## src/rtl/pipe_stage_buf_pkg.sv

```systemverilog
// Shared types for the generic inter-stage pipeline buffer and the stage
// payload structs that get packed into its opaque ctrl/data words.
package pipe_stage_buf_pkg;

    localparam int PIPE_DEPTH_MAX = 4;
    localparam int PIPE_CNT_W_DEF = 16;

    typedef logic [2:0]                occ_t;
    typedef logic [PIPE_CNT_W_DEF-1:0] bubble_cnt_t;
    typedef logic [7:0]                pipe_ctrl_t;

    // X->M and M->W payloads; each ctrl struct is 8 bits, each data struct 64.
    typedef struct packed {
        logic       reg_wr;
        logic       mem_rd;
        logic       mem_wr;
        logic [4:0] rd;
    } xm_ctrl_t;

    typedef struct packed {
        logic [31:0] alu_res;
        logic [31:0] store_val;
    } xm_data_t;

    typedef struct packed {
        logic       reg_wr;
        logic       wb_sel;
        logic [4:0] rd;
        logic       rsvd;
    } mw_ctrl_t;

    typedef struct packed {
        logic [31:0] alu_res;
        logic [31:0] mem_rdata;
    } mw_data_t;

    // The all-zero control word is the bubble/NOP encoding.
    function automatic pipe_ctrl_t pipe_nop_ctrl();
        return '0;
    endfunction

endpackage

```

## src/rtl/pipe_sat_counter.sv

```systemverilog
// Saturating up-counter; holds at all-ones until the next reset.
module pipe_sat_counter #(
    parameter int W = 16
) (
    input  logic         clk,
    input  logic         rst_n,
    input  logic         i_inc,
    output logic [W-1:0] o_count
);

    logic [W-1:0] r_count;

    always_ff @(posedge clk or negedge rst_n) begin
        if (!rst_n) begin
            r_count <= '0;
        end else if (i_inc && (r_count != '1)) begin
            r_count <= r_count + W'(1);
        end
    end

    assign o_count = r_count;

endmodule

```

## src/rtl/pipe_stage_buf.sv

```systemverilog
// Generic DEPTH-entry pipeline stage buffer: valid/ready handshake, flush,
// zeroed-ctrl bubbles when empty and a starved-cycle counter.
module pipe_stage_buf
    import pipe_stage_buf_pkg::*;
#(
    parameter int CTRL_W    = 8,
    parameter int DATA_W    = 64,
    parameter int DEPTH     = 2,
    parameter int ZERO_IDLE = 1,
    parameter int CNT_W     = 16
) (
    input  logic              clk,
    input  logic              rst,
    input  logic              flush,
    input  logic              in_valid,
    output logic              in_ready,
    input  logic [CTRL_W-1:0] in_ctrl,
    input  logic [DATA_W-1:0] in_data,
    output logic              out_valid,
    input  logic              out_ready,
    output logic [CTRL_W-1:0] out_ctrl,
    output logic [DATA_W-1:0] out_data,
    output logic [2:0]        occupancy,
    output logic [CNT_W-1:0]  bubble_cnt
);

    localparam int PTR_W = (DEPTH > 1) ? $clog2(DEPTH) : 1;

    logic [CTRL_W-1:0] r_ctrl [DEPTH];
    logic [DATA_W-1:0] r_data [DEPTH];
    logic [PTR_W-1:0]  r_wptr;
    logic [PTR_W-1:0]  r_rptr;
    occ_t              r_occ;

    logic              w_push;
    logic              w_pop;
    logic              w_valid;
    logic [CTRL_W-1:0] w_head_ctrl;
    logic [DATA_W-1:0] w_head_data;

    function automatic logic [PTR_W-1:0] ptr_inc(input logic [PTR_W-1:0] p);
        return (p == PTR_W'(DEPTH - 1)) ? '0 : p + PTR_W'(1);
    endfunction

    generate
        if (DEPTH == 1) begin : g_ready_pass
            // Single entry: allow push into the slot being popped the same cycle.
            assign in_ready    = (r_occ == 3'd0) | out_ready;
            assign w_head_ctrl = r_ctrl[0];
            assign w_head_data = r_data[0];
        end else begin : g_ready_reg
            assign in_ready    = (r_occ < 3'(DEPTH));
            assign w_head_ctrl = r_ctrl[r_rptr];
            assign w_head_data = r_data[r_rptr];
        end
    endgenerate

    assign w_valid = (r_occ != 3'd0);
    assign w_push  = in_valid & in_ready & ~flush;
    assign w_pop   = w_valid & out_ready;

    always_ff @(posedge clk or negedge rst) begin
        if (!rst) begin
            for (int i = 0; i < DEPTH; i++) begin
                r_ctrl[i] <= '0;
                r_data[i] <= '0;
            end
        end else if (flush) begin
            for (int i = 0; i < DEPTH; i++) begin
                r_ctrl[i] <= CTRL_W'(pipe_nop_ctrl());
            end
        end else if (w_push) begin
            for (int i = 0; i < DEPTH; i++) begin
                if (r_wptr == PTR_W'(i)) begin
                    r_ctrl[i] <= in_ctrl;
                    r_data[i] <= in_data;
                end
            end
        end
    end

    always_ff @(posedge clk or negedge rst) begin
        if (!rst) begin
            r_wptr <= '0;
            r_rptr <= '0;
            r_occ  <= '0;
        end else if (flush) begin
            r_wptr <= '0;
            r_rptr <= '0;
            r_occ  <= '0;
        end else begin
            if (w_push) begin
                r_wptr <= ptr_inc(r_wptr);
            end
            if (w_pop) begin
                r_rptr <= ptr_inc(r_rptr);
            end
            if (w_push && !w_pop) begin
                r_occ <= r_occ + 3'd1;
            end else if (w_pop && !w_push) begin
                r_occ <= r_occ - 3'd1;
            end
        end
    end

    assign out_valid = w_valid;
    assign out_ctrl  = w_valid ? w_head_ctrl : CTRL_W'(pipe_nop_ctrl());
    assign out_data  = (w_valid || (ZERO_IDLE == 0)) ? w_head_data : '0;
    assign occupancy = r_occ;

    pipe_sat_counter #(
        .W (CNT_W)
    ) u_bubble_cnt (
        .clk     (clk),
        .rst_n   (rst),
        .i_inc   (out_ready & ~w_valid),
        .o_count (bubble_cnt)
    );

endmodule
```

## config.mk

```make
export PLATFORM = sky130hd
export DESIGN_NAME = pipe_stage_buf
export DESIGN_NICKNAME = d
export VERILOG_FILES = /design/src/rtl/pipe_stage_buf_pkg.sv /design/src/rtl/pipe_sat_counter.sv /design/src/rtl/pipe_stage_buf.sv
export SDC_FILE = /design/constraint.sdc
export NUM_CORES = 1
export LEC_CHECK = 0
export ABC_CLOCK_PERIOD_IN_PS = 3600
export CAP_MARGIN = 40
export CORE_AREA = 2 2 121 123
export CTS_CLUSTER_SIZE = 25
export DETAILED_ROUTE_END_ITERATION = 12
export DIE_AREA = 0 0 123 125
export HOLD_SLACK_MARGIN = 0.02
export PLACE_DENSITY = 0.84
export RECOVER_POWER = 50
export SETUP_SLACK_MARGIN = 0.3
export SLEW_MARGIN = 20
export SYNTH_ARGS = -nofsm -noshare
export SYNTH_HDL_FRONTEND = slang
export SYNTH_SLANG_ARGS = --single-unit
export TNS_END_PERCENT = 10
```

## constraint.sdc

```tcl
create_clock -name clk -period 3.6 [get_ports clk]
set_clock_uncertainty 0.2 [all_clocks]
set_input_delay 0.9 -clock clk [delete_from_list [all_inputs] [get_ports clk]]
set_output_delay 0.9 -clock clk [all_outputs]
set_load 0.01 [all_outputs]
```

==> results of run 1 <==
[per-layer routing]
metal | global-route usage (%) | vias to the layer above | wire length, µm | part of all wire [%]
li1 | - | 2347 | - | -
met1 | 29.3 | 2663 | 6920 | 41
met2 | 38.0 | 165 | 8610 | 51
met3 | 5.20 | 31 | 834 | 4.9
met4 | 11.0 | 0 | 531 | 3.1
met5 | 0 | - | 0 | 0
[layout make-up]
cell class / count / area share (%)
Antenna cell: 1 / 0.0251
Clock buffer: 23 / 4.99
Clock inverter: 8 / 0.966
Inverter: 3 / 0.113
Multi-Input combinational cell: 370 / 31.5
Sequential cell: 165 / 41.4
Tap cell: 184 / 2.31
Timing Repair Buffer: 181 / 18.7
[flip-flops by register name (all words and copies together), names as in the netlist]
register and flops:
u_bubble_cnt.o_count 16, occupancy 3, r_rptr 1, r_wptr 1, r_data 128, r_ctrl 16
[worst max-delay path: cells and delay by family (launching register included)]
| family | cells | cell delay (ps) |
|---|---|---|
| simple gates | 2 | 340 |
| buf+inv | 2 | 880 |
| flops | 1 | 440 |
[layout by cell type, fill, tap and decap left out, types with 7 or more instances in the layout]
cell | netlist | layout
mux2i_1 | 72 | 72
a22o_1 | 16 | 16
nor3_1 | 7 | 7
dlygate4sd3_1 | 0 | 21
nor2_1 | 80 | 80
mux2_2 | 125 | 125
clkdlybuf4s50_1 | 0 | 147
dfrtp_1 | 165 | 164
clkbuf_16 | 0 | 18
xor2_1 | 15 | 15
[cell families after synthesis]
kind of cell | Yosys count | synth area share, %
AO/OA/AOI/OAI | 25 | 2.74
XOR/XNOR | 17 | 2.00
adder cells (fa/ha/maj) | 2 | 0.437
buffers and inverters | 37 | 2.27
flip-flops | 165 | 55.5
multiplexers | 201 | 29.2
AND/OR/NAND/NOR | 125 | 7.87
[worst paths after layout]
check,start,endpoint,slack (ps),depth (start not counted)
worst min register to register,r_data[67]$_DFFE_PN0P_,r_data[67]$_DFFE_PN0P_,290,1
max in group asynchronous,rst,u_bubble_cnt.o_count[3]$_DFFE_PN0P_,1080,2
min in group asynchronous,rst,r_data[123]$_DFFE_PN0P_,710,1
worst max register to register,occupancy[1]$_DFFE_PN0P_,r_data[11]$_DFFE_PN0P_,1050,4
worst max-delay path,occupancy[0]$_DFFE_PN0P_,out_data[4],350,4
worst min-delay path,r_data[67]$_DFFE_PN0P_,r_data[67]$_DFFE_PN0P_,290,1
[power breakdown]
group / total [W] / switching [W] / internal (W)
Combinational: 0.00394 / 0.00172 / 0.00222
Clock: 0.00181 / 0.000704 / 0.00111
Sequential: 0.00318 / 0.000504 / 0.00268
Total: 0.00893 / 0.00292 / 0.00601
[metrics by stage]
stage | worst slack, ps | total power, W | util (%)
3_3_place_gp | 252 | 0.00697 | 66.0
5_1_grt | 285 | 0.00947 | 70.2
3_5_place_dp | 222 | 0.00715 | 66.0
4_1_cts | 305 | 0.00901 | 70.3
6_report | 346 | 0.00893 | 70.2
2_1_floorplan | 928 | 0.00531 | -
[what timing repair did]
action,in CTS,in global routing
gates resized for setup,0,1
setup endpoints to repair,48,27
hold buffers,0,0
setup buffers,1,2
==> key figures, run 1 <==
Cells and area
  • Fin nets: approximately 800
  • Filler Cells Inserted: 1007
  • Synthesis-to-layout area growth: 34.1%
  • Share of layout cells above drive strength 1: 23.1%
  • Non-Filler Instances: 935
  • Storage element area: between 4000 and 5000 µm²
  • Fin area: 9980 µm²
  • Multi-input logic area: 3140 µm²

STA
  • Min Tclk post-route: roughly 3300 ps
  • Tcrit/Tclk final: 90.4%
  • Max Fclk: 307 MHz
  • Setup Viol. Count Final: 0
  • Final Hold Viols: 0
  • Worst Tran Pin Value: 1690 ps
  • Setup_tns: 0 ps
  • WHS: 289 ps
  • Max-slew violations: 68
  • RSZ-0062 raised after global routing: yes
  • Rel. slew slack: -12.8%

Synthesis
  • Area leader, netlist: dfrtp_1
  • Synth top area share: ~55%
  • Top cells by count, synth: dfrtp_1 (165), mux2_2 (125), nor2_1 (80)
  • Most common cell in the netlist: dfrtp_1
  • Number of synthesized flops with an enable pin: 0
  • Post-Syn Area: 7440 µm²
  • Register area share after synthesis: between 50% and 60%
  • Synthesized flop and latch total: 165
  • Netlist cell types: 42
  • Async set or reset register ratio after synthesis: 100%
  • Area contributors post-synth: dfrtp_1 (55%), mux2_2 (19%), mux2i_1 (9.7%)
  • Warning count from the yosys run: 0
  • Primary FF master, synth: dfrtp_1
  • Net Count, Synth: 651
  • Avg Cell Area, Syn: between 10 and 15 µm²
  • Post-Synthesis Cells: 572

Pwr
  • Max VDD drop: 0.000447 V
  • PD cells: 895 nW/µm²
  • P_leak: roughly 4.2 nW

Detailed routing
  • DR WL/cell: approximately 18 µm
  • Via count: 5206
  • First DRT Iteration DRCs: between 400 and 500
  • DRC Markers: 0
  • Antenna Nets Post-Route: 0
  • Routed vias/inst: 5.57
  • Final wirelength: 16900 µm
  • Number of detailed-route iterations in the first pass: 5

Critical path
  • CP Class: flop to primary output
  • Startpoint types: flop
  • Max stage delay on crit path: about 550 ps
  • Critical Path End Type: primary output
  • Crit path DAT: roughly 2200 ps
  • Worst-path fanout max: 73
  • WP data required: 2500 ps
  • CP max stage cell: clkdlybuf4s50_1
  • Worst-path cell chain: nor3_2 -> clkbuf_16 -> nor2_1 -> clkdlybuf4s50_1

Floorplanning
  • Core box area: 14200 µm²
  • Die area: 15400 µm²
  • IO Pins: 170
  • Die height: approximately 130 µm
  • DIE WIDTH: 123 µm
  • Starting Density: around 52%
  • Num rows: 44

Run status
  • Failing checks: max-capacitance violations, max-slew violations
  • Status: complete, but fails checks

Clock network
  • Cts bufs inserted: 17
  • TritonCTS clock tree: done
  • Worst-path clk slew: 60 ps
  • CTS root buf: clkbuf_16
  • Sink Count: about 170
  • Bufs on Longest Clock Path: 2
  • Skew-Pair Late Insertion Delay: 420 ps
  • H-Tree Depth: 4

Place
  • GP Congestion: 0.773
  • Placed Area: 9370 µm²
  • Cells after DPL: 900
  • Post-DP HPWL: 10700 µm
  • I/O Buffers: 169

Global route
  • GR Overflow Total: 0
  • Initial antenna violation count: 1
  • Largest net degree at the start of global routing: 77
  • GRT Util Overall: a little under a quarter
  • Global-route wire length before repair: approximately 28000 µm
  • Vias in the first global route: 5522

Job
  • # Max-Cap Violations: 1

Worst hold path
  • HP Class: flop to flop
Note: power is estimated with default switching activity, not from simulation.
==> run 2: changes to the inputs <==
Settings changed: CORE_AREA 2 2 121 123 to 2 2 119 121, CTS_BUF_LIST from default to sky130_fd_sc_hd__clkbuf_8, DIE_AREA 0 0 123 125 to 0 0 121 123, MAX_ROUTING_LAYER from default to met4, PLACE_DENSITY 0.84 to 0.86, TNS_END_PERCENT 10 to default.
==> key figures, run 2 (synthesized netlist as in run 1, its figures left out) <==
Critical path
  • CP max stage cell: clkdlybuf4s50_1 (unchanged)
  • Crit path DAT: 2140 ps (was 2150 ps)
  • WP data required: 2500 ps (about the same)
  • Worst-path cell chain: nor3_4 -> buf_4 -> buf_6 -> nor2_1 -> clkdlybuf4s50_1 (was nor3_2 -> clkbuf_16 -> nor2_1 -> clkdlybuf4s50_1)
  • Critical Path End Type: primary output (unchanged)
  • Startpoint types: flop (unchanged)
  • Worst-path fanout max: 15 (was 73)
  • Reg2Reg Capture Point: r_data[19]$_DFFE_PN0P_ (was r_data[11]$_DFFE_PN0P_)
  • CP Class: flop to primary output (unchanged)
  • Worst R2R Start: occupancy[2]$_DFFE_PN0P_ (was occupancy[1]$_DFFE_PN0P_)
  • Buf+Inv Stages, Crit Path: 3 (was 2)
  • Worst Reg2Reg Path Length in Cells: 4 (unchanged)
  • CP delay by family, top: buffers and inverters (unchanged)
  • Max stage delay on crit path: 570 ps (was 550 ps)
  • Reg-to-reg slack, setup: 930 ps (was 1050 ps)

Clock network
  • Hold buffers post-CTS: 0 (unchanged)
  • Sink Count: 165 (unchanged)
  • Skew-Pair Late Insertion Delay: 450 ps (was 420 ps)
  • H-Tree Depth: 4 (unchanged)
  • CTS root buf: clkbuf_8 (was clkbuf_16)
  • Cts bufs inserted: 17 (unchanged)
  • TritonCTS clock tree: done (unchanged)
  • Bufs on Longest Clock Path: 2 (unchanged)
  • Worst-path clk slew: 90 ps (was 60 ps)

Cells and area
  • Highest-count cells in the layout ignoring fill and taps: dfrtp_1 (164), clkdlybuf4s50_1 (148), mux2_2 (125) (was dfrtp_1 (164), clkdlybuf4s50_1 (147), mux2_2 (125))
  • Fin nets: 827 (was 817)
  • Biggest register: r_data (unchanged)
  • Antenna Diode Count: 0 (was 1)
  • Synthesis-to-layout area growth: 33.4% (was 34.1%)
  • Number of flip-flops under the largest register name: 128 (unchanged)
  • Commonest non-fill, non-tap cell in the layout: dfrtp_1 (unchanged)
  • Share of layout cells above drive strength 1: 24.2% (was 23.1%)
  • Non-Filler Instances: 941 (was 935)

Detailed routing
  • First DRT Iteration DRCs: 288 (was 403)
  • DRC Markers: 0 (unchanged)
  • Number of detailed-route iterations in the first pass: 4 (was 5)
  • Final wirelength: 17500 µm (was 16900 µm)
  • DR WL/cell: 18.6 µm (was 18.1 µm)
  • Antenna Nets Post-Route: 0 (unchanged)
  • Via count: 5239 (was 5206)
  • Routed vias/inst: 5.57 (about the same)

STA
  • Tcrit/Tclk final: 90.0% (was 90.4%)
  • Rel. slew slack: -23.4% (was -12.8%)
  • Final Hold Viols: 0 (unchanged)
  • RSZ-0062 raised after global routing: no (was yes)
  • WHS: 295 ps (was 289 ps)
  • Worst Tran Pin Value: 1850 ps (was 1690 ps)
  • Setup Viol. Count Final: 0 (unchanged)
  • Max-slew violations: 72 (was 68)
  • Setup_tns: 0 ps (unchanged)
  • Max Fclk: 309 MHz (was 307 MHz)
  • Min Tclk post-route: 3240 ps (was 3250 ps)

Worst hold path
  • Worst Hold Path EP: r_data[67]$_DFFE_PN0P_ (unchanged)
  • HP Class: flop to flop (unchanged)
  • Worst hold path startpoint: r_data[67]$_DFFE_PN0P_ (unchanged)
  • Hold path cells: 1 (unchanged)

Place
  • GP Congestion: 0.819 (was 0.773)
  • Post-DP HPWL: 11500 µm (was 10700 µm)
  • Cells after DPL: 900 (unchanged)
  • I/O Buffers: 169 (unchanged)

Floorplanning
  • Core box area: 13600 µm² (was 14200 µm²)
  • IO Pins: 170 (unchanged)
  • Die area: 14900 µm² (was 15400 µm²)
  • Die height: 123 µm (was 125 µm)
  • Starting Density: 54.7% (was 52.4%)
  • DIE WIDTH: 121 µm (was 123 µm)
  • Num rows: 43 (was 44)

Global route
  • GR Overflow Total: 0 (unchanged)
  • Global-route wire length before repair: 27300 µm (was 28000 µm)
  • GRT Util Overall: 24.3% (was 23.3%)
  • Initial antenna violation count: 0 (was 1)
  • Vias in the first global route: 5573 (was 5522)
  • Largest net degree at the start of global routing: 74 (was 77)

Pwr
  • Net switching fraction of the power: 34.2% (was 32.7%)
  • Clock Power Share: 16.8% (was 20.3%)
  • Final Power: 0.00879 W (was 0.00893 W)
  • Net Switching: 0.00301 W (was 0.00292 W)
  • Max VDD drop: 0.000480 V (was 0.000447 V)
  • Comb power frac: 46.8% (was 44.1%)
  • P_leak: 4.15 nW (about the same)
  • Reg power frac: 36.4% (was 35.6%)
  • PD cells: 886 nW/µm² (was 895 nW/µm²)
  • Int Power: 0.00579 W (was 0.00601 W)

Run status
  • Status: complete, but fails checks (unchanged)
  • Failing checks: max-capacitance violations, max-slew violations (unchanged)

Job
  • # Max-Cap Violations: 1 (unchanged)
-- run 2: cell types whose count changed in the layout (fill, tap and decap cells not counted), moves of 2 or more --
cell and change:
clkinv_2 -2, buf_12 +2, clkinv_4 +3, buf_4 +7, clkbuf_16 -17, inv_6 +2, clkbuf_8 +13, bufinv_16 +2
buf_6 +2
-- run 2: power by group through the flow --
stage	clock network, W	registers [W]	logic [W]
floorplan	0	0.00306	0.00225
global placement	0	0.00317	0.00378
detailed placement	0	0.00326	0.00390
CTS	0.00151	0.00321	0.00398
global route	0.00160	0.00331	0.00440
finish	0.00148	0.00320	0.00411
-- run 2: worst max-delay path by stage --
stage | slack, ps | from | to | depth (start not counted)
6_report | 360 | occupancy[2]$_DFFE_PN0P_ | out_data[31] | 5
5_1_grt | 260 | occupancy[2]$_DFFE_PN0P_ | out_data[10] | 5
4_1_cts | 300 | occupancy[0]$_DFFE_PN0P_ | out_valid | 4
3_5_place_dp | 190 | in_valid | r_data[19]$_DFFE_PN0P_ | 5
3_3_place_gp | 260 | in_valid | r_data[27]$_DFFE_PN0P_ | 5
2_1_floorplan | 930 | out_ready | u_bubble_cnt.o_count[15]$_DFFE_PN0P_ | 6
-- run 2: layout make-up --
type | count | area [µm²]
well taps | 180 | 225
clock inverters | 14 | 198
repair buffers | 191 | 1960
inverters | 3 | 11.3
multi-input cells | 370 | 3150
flip-flops and latches | 165 | 4130
clock buffers | 18 | 248
fillers | 927 | 3680
-- run 2: through the flow --
stage               setup WS [ps]  utilization, %  cell area (µm²)
finish                        362            72.9             9930
global route                  265            72.9             9930
CTS                           302            72.4             9850
detailed placement            185            69.0             9390
global placement              256            69.0             9390
floorplan                     928               -             7440
-- run 2: timing repair --
item,4_1_cts,5_1_grt
cloned,0,2
buffers inserted,1,6
pin swaps,0,1
resized for setup,1,8
setup endpoints to repair,72,73
-- run 2: per-layer routing --
layer  up-vias  global-route usage [%]  part of all wire, %
met1      2687                    29.6                   41
met5         -                       -                    0
met3        38                    4.57                  4.1
met4         0                    10.1                  3.2
met2       150                    40.3                   52
li1       2364                       -                    -
==> run 3: changes to the inputs <==
Settings changed: ABC_CLOCK_PERIOD_IN_PS 3600 to 3200, CORE_AREA 2 2 119 121 to 2 2 123 125, DIE_AREA 0 0 121 123 to 0 0 125 127, PLACE_DENSITY 0.86 to 0.81, SKIP_LAST_GASP from default to 1.
Clock period 3.6 ns to 3.2 ns, I/O delays scaled along.
==> key figures, run 3 (synthesized netlist as in run 1, its figures left out) <==
Pwr
  • PD cells: 965 nW/µm² (was 886 nW/µm²)
  • P_leak: 4.43 nW (was 4.15 nW)
  • Max VDD drop: 0.000484 V (was 0.000480 V)

STA
  • Rel. slew slack: -45.6% (was -23.4%)
  • RSZ-0062 raised after global routing: yes (was no)
  • Max-slew violations: 42 (was 72)
  • Max Fclk: 328 MHz
  • Setup Viol. Count Final: 0 (unchanged)
  • WHS: 290 ps (was 295 ps)
  • Tcrit/Tclk final: a little over nine tenths
  • Min Tclk post-route: 3050 ps
  • Final Hold Viols: 0 (unchanged)
  • Worst Tran Pin Value: 2180 ps (was 1850 ps)
  • Setup_tns: 0 ps (unchanged)

Detailed routing
  • Routed vias/inst: 5.55 (was 5.57)
  • First DRT Iteration DRCs: 253 (was 288)
  • DRC Markers: 0 (unchanged)
  • DR WL/cell: 18.4 µm (was 18.6 µm)
  • Final wirelength: 17600 µm (was 17500 µm)
  • Antenna Nets Post-Route: 0 (unchanged)
  • Via count: 5323 (was 5239)
  • Number of detailed-route iterations in the first pass: 4 (unchanged)

Cells and area
  • Biggest register: r_data (unchanged)
  • Filler Cells Inserted: 1051 (was 927)
  • Highest-count cells in the layout ignoring fill and taps: dfrtp_1 (161), mux2_2 (125), clkdlybuf4s50_1 (93) (was dfrtp_1 (164), clkdlybuf4s50_1 (148), mux2_2 (125))
  • Fin nets: 841 (was 827)
  • Commonest non-fill, non-tap cell in the layout: dfrtp_1 (unchanged)
  • Final core utilization: 69.0% (was 72.9%)
  • Number of flip-flops under the largest register name: 128 (unchanged)
  • Synthesis-to-layout area growth: 33.7% (was 33.4%)
  • Antenna Diode Count: 0 (unchanged)
  • Storage element area: 4140 µm² (was 4130 µm²)
  • Multi-input logic area: 3150 µm² (about the same)
  • Share of layout cells above drive strength 1: 28.3% (was 24.2%)

Global route
  • Initial antenna violation count: 0 (unchanged)
  • GRT Util Overall: 23.3% (was 24.3%)
  • GR Util met1: 28.2% (was 29.6%)
  • GR peak layer: met2 (unchanged)
  • Largest net degree at the start of global routing: 54 (was 74)
  • M3 GR Usage: 5.36% (was 4.57%)
  • Grt met2 use: 38.0% (was 40.3%)
  • GR Overflow Total: 0 (unchanged)
  • Vias in the first global route: 5665 (was 5573)
  • Global-route wire length before repair: 28400 µm (was 27300 µm)

Floorplanning
  • Starting Density: 51.6% (was 54.7%)
  • IO Pins: 170 (unchanged)
  • Die height: 127 µm (was 123 µm)
  • Core box area: 14400 µm² (was 13600 µm²)
  • Die area: 15900 µm² (was 14900 µm²)
  • Num rows: 44 (was 43)
  • DIE WIDTH: 125 µm (was 121 µm)

Job
  • # Max-Cap Violations: 1 (unchanged)

Critical path
  • Reg-to-reg slack, setup: 540 ps (was 930 ps)
  • Reg2Reg Capture Point: r_data[49]$_DFFE_PN0P_ (was r_data[19]$_DFFE_PN0P_)
  • Worst-path cell chain: buf_12 -> mux2i_1 -> nor2_1 -> clkdlybuf4s50_1 (was nor3_4 -> buf_4 -> buf_6 -> nor2_1 -> clkdlybuf4s50_1)
  • Buf+Inv Stages, Crit Path: 2 (was 3)
  • Worst R2R Start: occupancy[1]$_DFFE_PN0P_ (was occupancy[2]$_DFFE_PN0P_)
  • Max stage delay on crit path: 550 ps (was 570 ps)
  • CP delay by family, top: buffers and inverters (unchanged)
  • CP Class: flop to primary output (unchanged)
  • CP max stage cell: clkdlybuf4s50_1 (unchanged)
  • Startpoint types: flop (unchanged)
  • Critical Path End Type: primary output (unchanged)
  • Worst Reg2Reg Path Length in Cells: 6 (was 4)
  • Worst-path fanout max: 34 (was 15)
  • WP data required: 2200 ps (was 2500 ps)
  • Crit path DAT: 2050 ps (was 2140 ps)

Clock network
  • Worst-path clk slew: 90 ps (about the same)
  • TritonCTS clock tree: done (unchanged)
  • Hold buffers post-CTS: 0 (unchanged)
  • Cts bufs inserted: 17 (unchanged)
  • Sink Count: 165 (unchanged)
  • H-Tree Depth: 4 (unchanged)
  • Bufs on Longest Clock Path: 2 (unchanged)
  • CTS root buf: clkbuf_8 (unchanged)
  • Skew-Pair Late Insertion Delay: 460 ps (was 450 ps)

Run status
  • Failing checks: max-capacitance violations, max-slew violations (unchanged)
  • Status: complete, but fails checks (unchanged)

Place
  • Post-DP HPWL: 11500 µm (about the same)
  • I/O Buffers: 169 (unchanged)
  • GP Congestion: 0.809 (was 0.819)

Worst hold path
  • Hold path cells: 1 (unchanged)
  • HP Class: flop to flop (unchanged)
  • Worst hold path startpoint: u_bubble_cnt.o_count[15]$_DFFE_PN0P_ (was r_data[67]$_DFFE_PN0P_)
  • Worst Hold Path EP: u_bubble_cnt.o_count[15]$_DFFE_PN0P_ (was r_data[67]$_DFFE_PN0P_)
-- run 3: stage by stage --
stage               setup WS, ps  total power, W  cell area (µm²)  instances
floorplan                    628         0.00597             7440        572
global placement            54.4         0.00792             9500        909
detailed placement         -28.5         0.00811             9500        909
CTS                          119         0.00957             9930        948
global route                78.0          0.0102             9950        959
finish                       154         0.00961             9950        959
-- run 3: report_power, final --
group          switching, W  total (W)  internal [W]
clock network      0.000730    0.00145      0.000716
registers          0.000547    0.00356       0.00301
logic               0.00207    0.00460       0.00253
-- run 3: area by class of cell --
class | count | share of cell area [%]
Clock buffer | 19 | 2.63
Clock inverter | 13 | 1.18
Inverter | 3 | 0.113
Multi-Input combinational cell | 370 | 31.6
Sequential cell | 165 | 41.6
Tap cell | 184 | 2.31
Timing Repair Buffer | 205 | 20.6
-- run 3: what timing repair did --
action,CTS,global route
hold endpoints to repair,0,0
endpoints found under the setup margin,73,53
pin swaps,1,1
buffers inserted,5,10
gates cloned,2,1
resized for setup,55,67
-- run 3: per-layer routing --
metal | share of wire (%) | up-vias
met2 | 51 | 163
met5 | 0 | -
met1 | 42 | 2737
met3 | 4.9 | 30
met4 | 2.7 | 0
li1 | - | 2393
-- run 3: worst max-delay path by stage --
stage | from | endpoint | slack [ps] | cells past startpoint
detailed placement | in_valid | occupancy[1]$_DFFE_PN0P_ | -30 | 5
floorplan | out_ready | u_bubble_cnt.o_count[15]$_DFFE_PN0P_ | 630 | 6
CTS | r_rptr$_DFFE_PN0P_ | out_data[22] | 120 | 4
global route | r_rptr$_DFFE_PN0P_ | out_data[19] | 80 | 4
finish | r_rptr$_DFFE_PN0P_ | out_data[19] | 150 | 4
global placement | in_valid | r_data[36]$_DFFE_PN0P_ | 50 | 6
==> RTL change, RTL diff (config.mk and constraints of run 2) <==
Reset style: synchronous (`rst` and `rst_n`), changed in 3 clocked blocks.
--- a/src/rtl/pipe_sat_counter.sv
+++ b/src/rtl/pipe_sat_counter.sv
@@ -12,3 +12,3 @@
 
-    always_ff @(posedge clk or negedge rst_n) begin
+    always_ff @(posedge clk) begin
         if (!rst_n) begin
--- a/src/rtl/pipe_stage_buf.sv
+++ b/src/rtl/pipe_stage_buf.sv
@@ -61,3 +61,3 @@
 
-    always_ff @(posedge clk or negedge rst) begin
+    always_ff @(posedge clk) begin
         if (!rst) begin
@@ -81,3 +81,3 @@
 
-    always_ff @(posedge clk or negedge rst) begin
+    always_ff @(posedge clk) begin
         if (!rst) begin
Behaviour: differs if rst is asserted again (counterexample within 4 cycles, from zero or initial values and one cycle with rst low); with rst held inactive, the same outputs for 4 cycles.
==> RTL change against run 2 <==
  * Global-route usage down 2.4 points
  * Register-to-register slack lost 250 ps
  * Synthesized cell count is 8.6% lower
  * Final area is 5.2% lower
  * Largest cell class unchanged
  * Routed wire length is 10% lower
  * Setup slack got worse by 90 ps
  * Synthesized area shrank 6.1%
  * Critical path depth down 1
  * Final cell count down 5.6%
  * Sequential cell count up 1
Power is not compared: it rests on default switching activity, and its combinational part moved more than twofold at a synthesized area within 25%.
==> RTL change: results <==
group,metric,value,unit
routing,via_count,4856,
outcome,status,"complete, no violations",
logic_synthesis,synth_nets,603,
global_route,met1_usage,24.9,%
global_route,grtUsageMet2,37.7,%
setup_path,crit_path_end,"out_data[36]",
pwr,internal-power,0.00319,W
logic_synthesis,yosys-top-cells-area,"edfxtp_1 (62%), mux2i_1 (11%), and3_1 (6.4%), dfxtp_1 (6.3%), nor2_1 (4.3%)",
setup_path,path_max_fanout,31,
clock_network,clk_latency,440,ps
routing,wl_met2,8340,um
logic_synthesis,synth-edff-count,144,
routing,drt-pass1-iter-count,5,
routing,met1_length,6130,um
global_route,grt_pass1_vias,4978,
finish,n_antenna_cell,1,
setup_path,critPathMaxStageDelay,520,ps
finish,nNonClkBuffers,187,
routing,wl_per_cell,17.7,um
placed_design,placed_cell_area,0.00897,mm^2
placed_design,gp_congestion,0.889,
logic_synthesis,synth_common_cells,"edfxtp_1 (144), nor2_1 (80), mux2i_1 (77)",
logic_synthesis,synthCells,523,
placed_design,dp_hpwl,10400,um
sta,fin_crit,3330,ps
setup_path,timing.rr.start,"occupancy[2]",
finish,buf_share,20.5,%
global_route,use_met3,5.44,%
logic_synthesis,synth-seq-area-share,68.1,%
placed_design,dp_worst_setup_slack,87.5,ps
finish,area.share.sequential,50.7,%
logic_synthesis,avgSynthCellArea,13.4,um^2
placed_design,dp.cells,851,
logic_synthesis,synthArstFlopShare,0,%
finish,n_sequential_cell,166,
setup_path,r2r_cells,10,
global_route,grt_pass1_wl,24100,um
setup_path,crit_slowest_cell,"clkdlybuf4s50_1",
global_route,grt_usage,21.9,%
global_route,grt_start_max_net_pins,51,
finish,seq_area,0.00477,mm^2
sta,relSlewSlack,43.3,%
routing,drtIter0Drc,361,
clock_network,clockRootBuffer,"clkbuf_8",
routing,route.met3.wl,989,um
finish,clk_share,4.04,%
finish,nNonClkInverters,6,
finish,nNetsFinal,774,
finish,fill_cells,941,
logic_synthesis,synthDistinctLibCells,32,
finish,nMultiInputCombCells,316,
clock_network,clkSlewWorstSetupHoldPaths,80,ps
setup_path,worstPathArrival,2230,ps
routing,vias_per_cell,5.47,
finish,drive_above_1_share,6.93,%
finish,multi_input_area,0.00208,mm^2
setup_path,worstReg2RegEnd,"occupancy[2]",
setup_path,r2r_setup_slack,680,ps
global_route,antenna_found_initial,1,
RTL change: changes by cell type in the layout (fill, tap and decap cells not counted), moves of 6 or more:
cell,before,now
a22o_1,16,0
a21oi_1,1,12
mux2_2,125,0
dfrtp_1,164,0
nand2b_1,1,8
xor2_1,15,3
o21ai_0,1,7
nand2_1,5,13
or3_1,3,9
edfxtp_1,0,144
and3_1,1,72
dfxtp_1,0,21
RTL change: power by group through the flow:
| stage | Sequential [W] | Clock (W) | Combinational, W |
|---|---|---|---|
| floorplan | 0.00229 | 0 | 0.000296 |
| global placement | 0.00230 | 0 | 0.000610 |
| detailed placement | 0.00231 | 0 | 0.000623 |
| CTS | 0.00226 | 0.00130 | 0.000639 |
| global route | 0.00227 | 0.00137 | 0.000678 |
| finish | 0.00226 | 0.00128 | 0.000628 |
RTL change: kinds of logic (layout without fill, tap and decap cells):
kind of cell / count (synthesis) / in the layout / share of synthesized area (%)
simple gates: 206 / 206 / 15.3
flops: 166 / 166 / 68.1
mux: 77 / 77 / 11.0
buf+inv: 41 / 225 / 2.22
compound gates: 27 / 27 / 2.31
fa+ha+maj: 3 / 3 / 0.644
xor+xnor: 3 / 3 / 0.376
other cells: 0 / 1 / 0
RTL change: worst min-delay path by stage:
stage	startpoint	slack, ps	end	depth (start not counted)
final	u_bubble_cnt.o_count[1]	300	u_bubble_cnt.o_count[1]	2
after global routing	u_bubble_cnt.o_count[1]	330	u_bubble_cnt.o_count[1]	2
after CTS	r_wptr	300	r_wptr	2
after detailed placement	r_wptr	290	r_wptr	2
after global placement	r_wptr	270	r_wptr	2
after floorplan	r_wptr	260	r_wptr	2
RTL change: repair_timing:
action / 4_1_cts / 5_1_grt
endpoints found under the setup margin: 31 / 72
gates resized for setup: 2 / 1
buffers inserted: 3 / 0
pin swaps: 0 / 0
gates cloned: 1 / 0
